==> src/rtl/magcomp_pkg.sv <==
// Shared types and helpers for the serial magnitude-compare accumulator.
package magcomp_pkg;

   typedef enum logic [1:0] {
      IDLE = 2'd0,
      RUN  = 2'd1,
      DONE = 2'd2
   } state_t;

   typedef enum logic [1:0] {
      V_EQ = 2'd0,
      V_GT = 2'd1,
      V_LT = 2'd2
   } verdict_t;

   localparam int DIGITS_DEFAULT = 4;

   // True when exactly one of the three digit-compare flags is set.
   function automatic logic onehot3(input logic c0, input logic c1, input logic c2);
      return ({c0, c1, c2} == 3'b100) ||
             ({c0, c1, c2} == 3'b010) ||
             ({c0, c1, c2} == 3'b001);
   endfunction

endpackage

==> src/rtl/cmp_digit_merge.sv <==
// Folds one digit-compare result into the running verdict (MSD first).
// A malformed digit leaves the verdict untouched and raises bad_o.
module cmp_digit_merge
   import magcomp_pkg::*;
(
   input  verdict_t verdict_i,
   input  logic     c0_i,
   input  logic     c1_i,
   input  logic     c2_i,
   output verdict_t verdict_o,
   output logic     bad_o
);

   // Only an EQ verdict can still be decided; GT/LT are locked.
   always_comb begin
      bad_o     = !onehot3(c0_i, c1_i, c2_i);
      verdict_o = verdict_i;
      if (!bad_o && (verdict_i == V_EQ)) begin
         if (c0_i) begin
            verdict_o = V_GT;
         end else if (c2_i) begin
            verdict_o = V_LT;
         end
      end
   end

endmodule

==> src/rtl/serial_magcomp_accum.sv <==
// Accumulates DIGITS per-digit compare results into a wide-compare verdict
// and flags any non-one-hot digit seen during the compare.
module serial_magcomp_accum
   import magcomp_pkg::*;
#(
   parameter int DIGITS = DIGITS_DEFAULT
) (
   input  logic clk,
   input  logic rst,
   input  logic start,
   input  logic in_valid,
   output logic in_ready,
   input  logic c0,
   input  logic c1,
   input  logic c2,
   output logic done,
   output logic gt,
   output logic eq,
   output logic lt,
   output logic err,
   output logic busy
);

   localparam int            CW   = $clog2(DIGITS + 1);
   localparam logic [CW-1:0] LAST = CW'(DIGITS - 1);

   state_t        state_q,   state_d;
   logic [CW-1:0] cnt_q,     cnt_d;
   verdict_t      verdict_q, verdict_d;
   logic          err_acc_q, err_acc_d;
   logic          done_q,    done_d;
   logic          gt_q,      gt_d;
   logic          eq_q,      eq_d;
   logic          lt_q,      lt_d;
   logic          err_q,     err_d;

   verdict_t      verdict_merged;
   logic          bad_digit;

   cmp_digit_merge u_merge (
      .verdict_i (verdict_q),
      .c0_i      (c0),
      .c1_i      (c1),
      .c2_i      (c2),
      .verdict_o (verdict_merged),
      .bad_o     (bad_digit)
   );

   // Next-state logic; start overrides everything except reset.
   always_comb begin
      state_d   = state_q;
      cnt_d     = cnt_q;
      verdict_d = verdict_q;
      err_acc_d = err_acc_q;
      done_d    = 1'b0;
      gt_d      = gt_q;
      eq_d      = eq_q;
      lt_d      = lt_q;
      err_d     = err_q;

      case (state_q)
         IDLE: begin
            state_d = IDLE;
         end
         RUN: begin
            if (in_valid && !start) begin
               verdict_d = verdict_merged;
               err_acc_d = err_acc_q | bad_digit;
               if (cnt_q == LAST) begin
                  state_d = DONE;
                  cnt_d   = '0;
                  done_d  = 1'b1;
                  gt_d    = (verdict_merged == V_GT);
                  eq_d    = (verdict_merged == V_EQ);
                  lt_d    = (verdict_merged == V_LT);
                  err_d   = err_acc_q | bad_digit;
               end else begin
                  cnt_d = cnt_q + 1'b1;
               end
            end
         end
         DONE: begin
            state_d = IDLE;
         end
         default: begin
            state_d = IDLE;
         end
      endcase

      // A start in any state (re)opens a compare with everything cleared;
      // an in-flight beat on the same edge is discarded.
      if (start) begin
         state_d   = RUN;
         cnt_d     = '0;
         verdict_d = V_EQ;
         err_acc_d = 1'b0;
         done_d    = 1'b0;
         gt_d      = 1'b0;
         eq_d      = 1'b0;
         lt_d      = 1'b0;
         err_d     = 1'b0;
      end
   end

   // State and output registers with synchronous reset.
   always_ff @(posedge clk) begin
      if (rst) begin
         state_q   <= IDLE;
         cnt_q     <= '0;
         verdict_q <= V_EQ;
         err_acc_q <= 1'b0;
         done_q    <= 1'b0;
         gt_q      <= 1'b0;
         eq_q      <= 1'b0;
         lt_q      <= 1'b0;
         err_q     <= 1'b0;
      end else begin
         state_q   <= state_d;
         cnt_q     <= cnt_d;
         verdict_q <= verdict_d;
         err_acc_q <= err_acc_d;
         done_q    <= done_d;
         gt_q      <= gt_d;
         eq_q      <= eq_d;
         lt_q      <= lt_d;
         err_q     <= err_d;
      end
   end

   assign in_ready = (state_q == RUN);
   assign busy     = (state_q == RUN);
   assign done     = done_q;
   assign gt       = gt_q;
   assign eq       = eq_q;
   assign lt       = lt_q;
   assign err      = err_q;

endmodule

==> config.mk <==
export PLATFORM = sky130hd
export DESIGN_NAME = serial_magcomp_accum
export DESIGN_NICKNAME = d
export VERILOG_FILES = /design/src/rtl/magcomp_pkg.sv /design/src/rtl/cmp_digit_merge.sv /design/src/rtl/serial_magcomp_accum.sv
export SDC_FILE = /design/constraint.sdc
export NUM_CORES = 1
export LEC_CHECK = 0
export BUFFER_PORTS_ARGS = -buffer_cell sky130_fd_sc_hd__buf_2
export CORE_AREA = 3 3 40 42
export CTS_BUF_LIST = sky130_fd_sc_hd__clkbuf_8
export CTS_CLUSTER_SIZE = 8
export DETAILED_ROUTE_END_ITERATION = 7
export DIE_AREA = 0 0 43 45
export GPL_TIMING_DRIVEN = 0
export HOLD_SLACK_MARGIN = 0.05
export PLACE_DENSITY = 0.81
export SETUP_SLACK_MARGIN = 0.02
export SLEW_MARGIN = 5
export SYNTH_ARGS = -nofsm -noshare
export SYNTH_HDL_FRONTEND = slang
export SYNTH_SLANG_ARGS = --single-unit
==> constraint.sdc <==
create_clock -name clk -period 1.1 [get_ports clk]
set_input_delay 0.11 -clock clk [delete_from_list [all_inputs] [get_ports clk]]
set_output_delay 0.11 -clock clk [all_outputs]
set_load 0.01 [all_outputs]
Word level (Yosys, flattened, before mapping) --
Index checks and enable logic that the tools add are counted.
Storage, ports and cells: bits of input ports 7, register bits after elaboration 13, word-level logic and storage cells 47, output and inout port bits 7
Cells by class: mux-type cells 9, reduce and logical (&&, ||, !) cells 15, bitwise operators 3, eq/ne operators 9, $add $sub $neg 1
Operator list (number):
- == test 3 x 2 -> 1 bit, second input constant | 2
- two-way mux 2 bit | 3
- inequality test 3 x 2 -> 1 bit, second input constant | 2
- AND reduction 2 bit | 3
- two-way mux 1 bit | 5
- == test 2 x 1 -> 1 bit, second input constant | 2
- logical NOT 2 bit | 2
- OR reduction 4 bit | 1
- adder 3 x 1 -> 3 bit, second input constant | 1
- == test 3 x 1 -> 1 bit, second input constant | 1
- == test 3 bit, second input constant | 1
- two-way mux 3 bit | 1
- AND reduction 3 bit | 1
- OR reduction 3 bit | 1
- == test 2 bit, second input constant | 1
- logical AND 1 bit | 2
- logical NOT 1 bit | 2
- logical OR 1 bit | 2
- NOT 1 bit | 2
- OR reduction 2 bit | 1
- OR 1 bit | 1

Longest topological paths before layout --
word-level depth 6, gate-level depth with buffers 4, gate-level depth less buffers 4

Hierarchy --
From an unflattened synthesis, not the netlist that was laid out.
Second synthesis, totals: cells, all modules 60, area total of the unflattened synthesis 570.5 µm²
By module, submodules not included:
- serial_magcomp_accum | instances 1, cells each 53, area each 521.8 µm², seq. area each 260.2 µm²
- cmp_digit_merge | instances 1, cells each 7, area each 48.8 µm², seq. area each 0.0 µm²

Worst setup path after synthesis --
Ideal clock, no wire load.
path type reg-to-reg, start point reg cnt_q[0], end point reg cnt_q[0], required time 1.030 ns, library setup time 0.070 ns, period minus slack after synthesis 1.214 ns, stages on the path, launching flop included 5, setup slack -0.114 ns, buffers on the path 0, arrival 1.144 ns, cell sequence dfxtp_1 ha_1 and2b_4 or3_1 a21oi_1
Between the ends: longest elaborated chain between the ends 2, elaborated cells between the ends (all ways) 3, classes of those cells add/sub (1); eq/ne (1); mux (1)
RTL lines:
- start: declaration | RTL line serial_magcomp_accum.sv:28 | logic [CW-1:0] cnt_q, cnt_d;
- start signal: assignment | RTL line serial_magcomp_accum.sv:119 | cnt_q <= cnt_d;
- adder 3 x 1 -> 3 bit or == test 3 x 2 -> 1 bit (tied branches) | RTL line serial_magcomp_accum.sv:78, serial_magcomp_accum.sv:69
- two-way mux 3 bit (*) | RTL line serial_magcomp_accum.sv:69 | if (cnt_q == LAST) begin
Mark *: on every way between the ends. The rest lies on a longest branch, timed or not. A chain may end at the register's enable or synchronous reset.

Worst setup path in the final report --
Ends and elaborated chain as after synthesis.

==> results.json <==
{
  "syn-num-nets": 70,
  "route.detailed.drc": 0,
  "crit_chain": "ha_4 > and2b_4 > or3_4 > a21oi_2",
  "cp_max_fo": 4,
  "drv_slew": 0,
  "clk_path_buf_depth": 2,
  "die_h_um": 45,
  "required_ps": 1280,
  "yosysSeqAreaShare_pct": 44.16,
  "routed_via_density": 5.444,
  "portBuffers": 13,
  "area_growth_pct": 38.64,
  "pre_cts_slack_ps": -112.8,
  "antenna_found_initial": 0,
  "routed_wirelength_um": 1246,
  "fmax_ghz": 0.8469,
  "max_cap_violations": 0,
  "whs_ps": 144.3,
  "post-route-util_pct": 63.58,
  "setup_violations": 3,
  "netlist_instances": 62,
  "drive_above_1_share_pct": 46.43,
  "crit_buf_inv": 0,
  "grt_pass1_vias": 531,
  "dieArea_mm2": 0.001935,
  "grt_max_degree": 11,
  "yosysWarnings": 0,
  "period_share_pct": 107.3,
  "track_usage_pct": 15.49,
  "timing.final.ws_setup_ps": -80.84,
  "h-tree-depth": 1,
  "leakagePower_nw": 0.3488,
  "clock-sinks": 13,
  "ant_nets": 0,
  "skew_ps": 3.826,
  "antenna_cells": 0,
  "core_mm2": 0.001285,
  "ys_ff_latch": 13,
  "gp_congestion": 0.7054,
  "overflow": 0,
  "grt_setup_unrepaired": "true",
  "startpoint_type": "register",
  "vdd_drop_max_v": 0.0009694,
  "critPathKind": "register to register",
  "dieWidth_um": 43,
  "crit_slowest_cell": "dfxtp_2",
  "crit_path_end_kind": "register",
  "fin_area_um2": 817.0,
  "place_area_um2": 688.2,
  "wl_per_cell_um": 12.59,
  "slew_headroom_pct": 78.91,
  "violations": "setup timing",
  "final_nets": 93,
  "cp.arrival_ps": 1360,
  "max_stage_delay_ps": 340,
  "tightest_slew_ps": 315.3,
  "hold_class": "input pin to register",
  "insertion_delay_ps": 240,
  "hold_violations": 0,
  "yosys.cell_types.count": 28,
  "num_io_pins": 14,
  "totalPowerFinal_w": 0.0009846,
  "root_buffer": "clkbuf_8",
  "path_delay_family": "simple AND/OR/NAND/NOR gates",
  "grt_pass1_wl_um": 2180,
  "num_rows": 13,
  "start_util_pct": 45.86,
  "drtIter0Drc": 0,
  "first_pass_iters": 1,
  "fin_crit_ps": 1181,
  "postSynthAreaPerCell_um2": 9.505,
  "path_clk_slew_ps": 50,
  "vias": 539,
  "status": "complete, but fails checks",
  "cellPowerDensity_mw_per_mm2": 1205,
  "cts_tree": "yes",
  "synth_area_um2": 589.3,
  "cts_buffers": 3
}
cell families after synthesis:
| group | count (synthesis) | share of synthesized area, % |
|---|---|---|
| flops | 13 | 44.16 |
| compound gates | 21 | 24.84 |
| simple gates | 22 | 23.78 |
| buf+inv | 5 | 5.096 |
| fa+ha+maj | 1 | 2.123 |
layout by cell type (no fill, tap or decap), types with 2 or more instances in the layout:
| cell type | count |
|---|---|
| dfxtp_2 | 4 |
| buf_2 | 12 |
| o41ai_2 | 3 |
| a211oi_1 | 2 |
| a21oi_1 | 5 |
| nor2_1 | 7 |
| buf_4 | 6 |
| o21ai_0 | 2 |
| o211ai_1 | 3 |
| clkbuf_8 | 3 |
| nand2_1 | 3 |
| buf_6 | 2 |
| inv_1 | 3 |
| dfxtp_1 | 9 |
synth_stat cells (all sizes together):
cell | number | area (um^2)
a211oi | 2 | 15.01
a21o | 1 | 8.760
a21oi | 6 | 30.03
a311oi | 1 | 8.760
a31o | 1 | 8.760
a31oi | 1 | 6.260
and2b | 2 | 17.52
and4bb | 1 | 16.27
buf | 3 | 22.52
dfxtp | 13 | 260.3
ha | 1 | 12.51
inv | 2 | 7.510
nand2 | 4 | 22.52
nand2b | 1 | 6.260
nand3 | 1 | 5.000
nand3b | 1 | 7.510
nand4bb | 1 | 11.26
nor2 | 7 | 26.28
nor2b | 2 | 15.02
o211ai | 3 | 22.52
o21ai | 2 | 10.01
o311a | 1 | 10.01
o41ai | 3 | 26.28
or2 | 1 | 6.260
or3 | 1 | 6.260
layer usage:
layer / share of wire (%) / global-route usage [%]
met1: 45 / 16.67
met2: 46 / 26.65
met3: 5.3 / 3.984
met4: 3.4 / 10.84
met5: 0 / 0
where the power goes:
group,leakage [nW],internal (W),total [W],switching [W]
logic,0.215,0.0000457,0.0000936,0.0000479
registers,0.107,0.000475,0.000478,0.00000282
clock network,0.0269,0.000246,0.000413,0.000167
total,0.349,0.000767,0.000985,0.000217
through the flow:
stage	setup TNS [ps]	std cells
2_1_floorplan	-34.68	62
3_3_place_gp	-291.0	90
3_5_place_dp	-328.7	90
4_1_cts	-112.6	99
5_1_grt	-354.7	99
6_report	-117.6	99
worst register-to-register path: cells and delay by family, from the launching register on:
kind,cells,cell delay (ps)
AND/OR/NAND/NOR,2,500
flip-flops,1,340
adder cells (fa/ha/maj),1,170
AO/OA/AOI/OAI,1,110
area by class of cell:
cell class / count / area, um^2
fill: 103 / 467.9
clock inverter: 1 / 3.754
multi-input combinational: 44 / 342.8
tap: 15 / 18.77
timing repair buffer: 19 / 118.9
inverter: 2 / 7.507
clock buffer: 3 / 41.29
buffer: 2 / 18.77
sequential: 13 / 265.3
path summary, 6_finish.rpt:
| check | slack (ps) | start | depth (start not counted) | endpoint |
|---|---|---|---|---|
| worst max register to register | -80 | cnt_q[0] | 4 | cnt_q[0] |
| worst min-delay path | 140 | start | 3 | state_q[0] |
| worst min register to register | 450 | cnt_q[2] | 2 | cnt_q[2] |
| worst max-delay path | -80 | cnt_q[0] | 4 | cnt_q[0] |
flip-flops by register name, summed over array words and instances (netlist names):
name and count:
cnt_q 3, state_q 2, done 1, verdict_q 2
err_acc_q 1, err 1, gt 1, lt 1
eq 1
what timing repair did:
action | CTS | global route
resized for setup | 7 | 2
setup endpoints to repair | 5 | 5
setup buffers | 5 | 0
hold buffers | 1 | 0
endpoints found under the hold margin | 1 | 0
pin swaps | 4 | 0
Power figures use the tool's default switching activity.
